==> src/rtl/sd_cmd_tx.sv <==
// SD host command-line transmitter: serializes the 48-bit command frame
// (start, transmission, index, argument, CRC7, end) on TICK boundaries,
// then holds the line released for GAP_BITS ticks before going idle.
module sd_cmd_tx #(
    parameter int unsigned GAP_BITS = 8
) (
    input  logic        CLK,
    input  logic        RST,
    input  logic        TICK,
    input  logic        START,
    input  logic [5:0]  CMD_IDX,
    input  logic [31:0] CMD_ARG,
    output logic        READY,
    output logic        DONE,
    output logic        CMD_O,
    output logic        CMD_OE,
    output logic [6:0]  CRC_O
);

    localparam int unsigned DATA_BITS = 40;
    localparam int unsigned CRC_BITS  = 7;
    localparam int unsigned CNT_W     = 8;

    typedef enum logic [2:0] {
        S_IDLE,
        S_WAIT,
        S_DATA,
        S_CRC,
        S_END,
        S_GAP
    } state_t;

    state_t                 state_q, state_d;
    logic [DATA_BITS-1:0]   shreg_q, shreg_d;
    logic [CRC_BITS-1:0]    crc_q,   crc_d;
    logic [CNT_W-1:0]       cnt_q,   cnt_d;
    logic                   ready_q, ready_d;
    logic                   done_q,  done_d;
    logic                   cmd_q,   cmd_d;
    logic                   oe_q,    oe_d;
    logic [CRC_BITS-1:0]    crc_o_q, crc_o_d;
    logic                   fb_c;

    // CRC7 feedback for the data bit currently at the head of the shifter
    assign fb_c = shreg_q[DATA_BITS-1] ^ crc_q[CRC_BITS-1];

    // Next-state, shifter, CRC and output computation
    always_comb begin
        state_d = state_q;
        shreg_d = shreg_q;
        crc_d   = crc_q;
        cnt_d   = cnt_q;
        ready_d = ready_q;
        done_d  = 1'b0;
        cmd_d   = cmd_q;
        oe_d    = oe_q;
        crc_o_d = crc_o_q;

        case (state_q)
            S_IDLE: begin
                // Accept only; the first bit waits for the next tick
                if (START) begin
                    shreg_d = {2'b01, CMD_IDX, CMD_ARG};
                    crc_d   = '0;
                    cnt_d   = '0;
                    ready_d = 1'b0;
                    state_d = S_WAIT;
                end
            end
            S_WAIT, S_DATA: begin
                if (TICK) begin
                    cmd_d   = shreg_q[DATA_BITS-1];
                    oe_d    = 1'b1;
                    shreg_d = {shreg_q[DATA_BITS-2:0], 1'b0};
                    crc_d   = {crc_q[5:3], crc_q[2] ^ fb_c, crc_q[1:0], fb_c};
                    cnt_d   = cnt_q + CNT_W'(1);
                    if (cnt_q == CNT_W'(DATA_BITS - 1)) begin
                        cnt_d   = '0;
                        state_d = S_CRC;
                    end else begin
                        state_d = S_DATA;
                    end
                end
            end
            S_CRC: begin
                // CRC is final here; publish it and shift it out MSB-first
                if (TICK) begin
                    cmd_d = crc_q[CRC_BITS-1];
                    crc_d = {crc_q[CRC_BITS-2:0], 1'b0};
                    if (cnt_q == '0) begin
                        crc_o_d = crc_q;
                    end
                    cnt_d = cnt_q + CNT_W'(1);
                    if (cnt_q == CNT_W'(CRC_BITS - 1)) begin
                        cnt_d   = '0;
                        state_d = S_END;
                    end
                end
            end
            S_END: begin
                if (TICK) begin
                    cmd_d   = 1'b1;
                    state_d = S_GAP;
                end
            end
            S_GAP: begin
                // Released line; the first gap tick is the release itself
                if (TICK) begin
                    cmd_d = 1'b1;
                    oe_d  = 1'b0;
                    cnt_d = cnt_q + CNT_W'(1);
                    if (cnt_q == CNT_W'(GAP_BITS - 1)) begin
                        cnt_d   = '0;
                        done_d  = 1'b1;
                        ready_d = 1'b1;
                        state_d = S_IDLE;
                    end
                end
            end
            default: begin
                state_d = S_IDLE;
            end
        endcase
    end

    // State and output registers; reset releases the pad immediately
    always_ff @(posedge CLK or posedge RST) begin
        if (RST) begin
            state_q <= S_IDLE;
            shreg_q <= '0;
            crc_q   <= '0;
            cnt_q   <= '0;
            ready_q <= 1'b1;
            done_q  <= 1'b0;
            cmd_q   <= 1'b1;
            oe_q    <= 1'b0;
            crc_o_q <= '0;
        end else begin
            state_q <= state_d;
            shreg_q <= shreg_d;
            crc_q   <= crc_d;
            cnt_q   <= cnt_d;
            ready_q <= ready_d;
            done_q  <= done_d;
            cmd_q   <= cmd_d;
            oe_q    <= oe_d;
            crc_o_q <= crc_o_d;
        end
    end

    assign READY  = ready_q;
    assign DONE   = done_q;
    assign CMD_O  = cmd_q;
    assign CMD_OE = oe_q;
    assign CRC_O  = crc_o_q;

endmodule

==> config.mk <==
export PLATFORM = sky130hd
export DESIGN_NAME = sd_cmd_tx
export DESIGN_NICKNAME = d
export VERILOG_FILES = /design/src/rtl/sd_cmd_tx.sv
export SDC_FILE = /design/constraint.sdc
export NUM_CORES = 1
export LEC_CHECK = 0
export BUFFER_PORTS_ARGS = -buffer_cell sky130_fd_sc_hd__buf_2
export CORE_ASPECT_RATIO = 2
export CORE_MARGIN = 2
export CORE_UTILIZATION = 40
export DETAILED_ROUTE_END_ITERATION = 7
export PLACE_DENSITY = 0.65
export SYNTH_ARGS = -nofsm -noshare
export SYNTH_HDL_FRONTEND = slang
export SYNTH_SLANG_ARGS = --single-unit
==> constraint.sdc <==
create_clock -name CLK -period 4.6 [get_ports CLK]
set_input_delay 0.23 -clock CLK [delete_from_list [all_inputs] [get_ports CLK]]
set_output_delay 0.23 -clock CLK [all_outputs]
set_load 0.01 [all_outputs]
# == Word-level counts from Yosys, hierarchy flattened ==
# Cells that the tools add are included.
# word_totals
reg_bits,69
in_bits,42
output_inout_bits,11
# classes
addsub,1
n_eq_ne,16
n_mux,37
n_bitwise,2
reduce_logical,18
# ops
op,count
two-way mux 40 bit,2
one-hot mux 40 bit (2 select lines),1
two-way mux 8 bit,7
one-hot mux 8 bit (4 select lines),1
two-way mux 3 bit,7
two-way mux 7 bit,3
one-hot mux 7 bit (3 select lines),1
equality test 8 x 3 -> 1 bit (second input constant),2
one-hot mux 3 bit (5 select lines),1
inequality test 2 bit (second input constant),7
AND reduction 4 bit,3
two-way mux 1 bit,11
AND reduction 3 bit,3
adder 8 x 1 -> 8 bit (second input constant),1
equality test 8 x 6 -> 1 bit (second input constant),1
zero test 8 bit,1
AND reduction 7 bit,1
equality test 3 x 2 -> 1 bit (second input constant),2
equality test 3 bit (second input constant),2
nonzero test 2 bit,3
nonzero test 3 bit,2
AND reduction 5 bit,1
one-hot mux 1 bit (2 select lines),2
nonzero test 4 bit,1
6 further kinds,8

# == Longest topological paths before layout ==
# logic_depth
ltp_word,4
ltp_mapped,6

# == Least setup slack after synthesis ==
# OpenSTA, ideal clock, no wires.
# synth_timing
path_kind,register to register
startpoint,register cnt_q[3]
endpoint,register cnt_q[2]
setup_ns,0.121
t_arrival_ns,1.894
t_required_ns,4.479
path_slack_ns,2.585
path_stages_with_launch,6
n_path_buf,1
path_cell_list,dfrtp_1 -> buf_6 -> or4_4 -> or4_4 -> a31o_1 -> a22o_1
# synth_via
elab_chain_len,4
elab_cells_between_ends,10
# synth_rtl
element,line,source
"start, declared",36,"logic [CNT_W-1:0] cnt_q, cnt_d;"
"start signal, assigned",142,cnt_q <= cnt_d;
"equality test 8 x 3 -> 1 bit, or another cell as far along",112,if (cnt_q == CNT_W'(GAP_BITS - 1)) begin
two-way mux 8 bit (on tied branches),"112, 77, 94",
two-way mux 8 bit (on tied branches),"108, 71, 87",
one-hot mux 8 bit (4 select lines) *,59,case (state_q)
# Mark *: on every way between the ends. The rest lies on a longest branch, timed or not. The select of a mux whose other input is x is not followed.
# A chain may end at the register's enable or synchronous reset.

# == Worst setup path after layout ==
# layout_timing
startpoint,register state_q[1]
endpoint,register shreg_q[11]
# layout_via
elab_chain_len,4
elab_cells_between_ends,9
# layout_rtl
element,line,source
"start, declared",33,"state_t state_q, state_d;"
"start signal, assigned",139,state_q <= state_d;
equality test 3 x 1 -> 1 bit / equality test 3 x 2 -> 1 bit (equally long branches),59,
OR reduction 2 bit,59,
inequality test 2 bit (no line) / nonzero test 2 bit (equally long branches),--,
AND reduction 3 bit (no line),--,
"end signal, assigned",140,shreg_q <= shreg_d;
"end, declared",34,"logic [DATA_BITS-1:0] shreg_q, shreg_d;"
# Parallel ways exist; a longest one is shown, timed or not.

==> run metrics <==
min cycle time layout 2.56 ns; relative slew slack 28.9%; Hold Violations, Final 0; Crit Path Class reg -> reg; worst min path class in -> async; # rows 48; drt total wl 7130 µm; startpoint types flip-flop; DR vias 2459; WHS 0.169 ns; Yosys top cell by area dfrtp_1; status finished clean; Die H 137 µm; Cells after Synth 297; grt total ovfl 0; final cell count without fillers 448; Main synth FF type dfrtp_1; Crit path largest cell delay 0.85 ns; number of flops mapped to enable cells by yosys 0; Final Net Count 389; CTS max path bufs 2; Worst-Margin Slew 1.06 ns; CP most frequent cell mux2_2; Final Util 48.4%; share of Yosys cell area claimed by the top area cell type 47.2%; CP cell instances xnor2_1 -> nor2_4 -> mux2_2 -> mux2_2; Sum Neg Setup Slack 0 ns; Max Clock Skew 0.00564 ns; Tot Pwr 3.36 mW; synthesis warning total 0; count leader, synth mux2_2; Hold Buf Count CTS 0; post-synth cell types 45; synth cell count leaders 83 x mux2_2, 67 x dfrtp_1, 20 x nand2_1, 11 x o21ai_0; area delta synth->final 17.9%; reg-to-reg slack, setup 2.04 ns; Max Cap Viol 0; unrepaired setup endpoints after global routing no; Final HPWL DP 5090 µm; Crit path depth 4; Syn Nets 342; Slew Limit Fails 0; Cells after DPL 433; WL/cell 15.9 µm; GRT Total Usage 15.9%; cell family with most CP delay simple AND/OR/NAND/NOR gates; Synth async-reset ratio 100%; Skew-Pair Late Insertion Delay 0.32 ns; Setup Fix Bufs, Post-CTS 0; Seq/Total Area, Yosys 48.7%; VDD IR max 0.437 mV; Avg Synthesized Cell Area 12.0 µm²; initial antenna violation count 0; first-pass GRT wire length 12200 µm; vias in the first global route 2600; Core Region 8650 µm²; WP data arrival 2.76 ns; Total Die Area 9690 µm²; FF-to-FF path depth 4; die span in x 70.6 µm; Slowest-stage cell, CP nor2_4; Initial Utilization 41.1%; PostCTS Resize Cnt 0; largest net degree at the start of global routing 70; CP Buf/Inv Count 0; top cells by area, synth dfrtp_1 47%, mux2_2 26%, nand2_1 2.1%, o21ai_0 1.6%, dfstp_2 1.5%; Ports 53; Root Buffer clkbuf_16; Final Setup Violations 0; Seq cells post-synth 69; buffers added on ports 52; synthesized cell area 3550 µm²; FILL cells 817; Final period util 55.7%; DRT iter0 DRCs 115; CTS tree built; DRC Markers 0; Antenna Nets Post-Route 0; share of layout cells above drive strength 1 48.3%; level count of the clock H-tree 3; Max FO, Critical Path 39; power density over the cells 802 nW/µm²; clock transition at the registers of the reported paths 0.06 ns; Pleak 1.83 nW; Via density 5.49; clk sinks 69; Crit. End Element flip-flop; fmax 0.391 GHz; Crit path required time 4.80 ns; CTS Buf Count 9; Pre-Repair DR Iteration Count 4; final RePlAce weighted congestion 0.867; diodes inserted 0
-- sequential cells by signal, indices dropped and copies added (netlist names), 3 cells and up --
name / cells
shreg_q: 40
crc_q: 7
CRC_O: 7
state_q: 3
cnt_q: 8
-- final cells by class --
type / count / area [µm²] / share of cell area, %
Clock buffer: 11 / 253 / 6.04
Clock inverter: 4 / 47.5 / 1.14
Inverter: 9 / 33.8 / 0.807
Multi-Input combinational cell: 201 / 1720 / 41.1
Sequential cell: 69 / 1730 / 41.3
Tap cell: 100 / 125 / 2.99
Timing Repair Buffer: 54 / 275 / 6.58
-- layer usage --
metal	routed length, µm	vias to the layer above	share of wire, %	GRT usage [%]
met4	100	0	1.4	6.60
met3	231	7	3.2	3.07
li1	-	1174	-	-
met1	2800	1228	39	17.8
met5	0	-	0	0
met2	3990	50	56	28.9
-- logic make-up after synthesis --
group,after synthesis,share of synthesized area [%]
multiplexers,88,27.7
flip-flops,69,48.7
AND/OR/NAND/NOR,66,10.8
AO/OA/AOI/OAI,41,7.65
buffers and inverters,27,3.35
XOR/XNOR,3,0.740
adder cells (fa/ha/maj),3,1.06
-- power breakdown --
group	leakage [nW]	switching (mW)	internal [mW]
Sequential	0.850	0.208	0.881
Combinational	0.833	0.697	0.883
Clock	0.147	0.243	0.444
-- layout by cell type, fill, tap and decap left out, types with 4 or more instances in the layout --
master / count
mux2_2: 83
dfrtp_1: 67
buf_2: 52
nand2_1: 20
o21ai_0: 11
clkbuf_16: 9
inv_1: 8
a21oi_1: 8
nor3_1: 7
nand2b_1: 5
mux2i_1: 5
nand3_1: 5
or3_1: 4
-- tightest hold or removal path: stages --
cell	delay (ns)
buf_2	0.10
inv_2	0.03
buf_4	0.67
-- final timing paths --
check	startpoint	to
hold / removal	RST	shreg_q[29]
setup reg to reg	state_q[1]	shreg_q[11]
min in group CLK	CMD_ARG[30]	shreg_q[30]
setup / recovery	state_q[1]	shreg_q[11]
hold reg to reg	shreg_q[24]	shreg_q[24]
max in group asynchronous	RST	crc_q[1]
-- through the flow --
step           setup WS, ns  instance area (µm²)
5_1_grt                1.86                 4190
3_5_place_dp           2.03                 3880
3_3_place_gp           2.10                 3880
6_report               2.04                 4190
2_1_floorplan          2.58                 3550
4_1_cts                2.01                 4190
(Power assumes the default switching activity.)
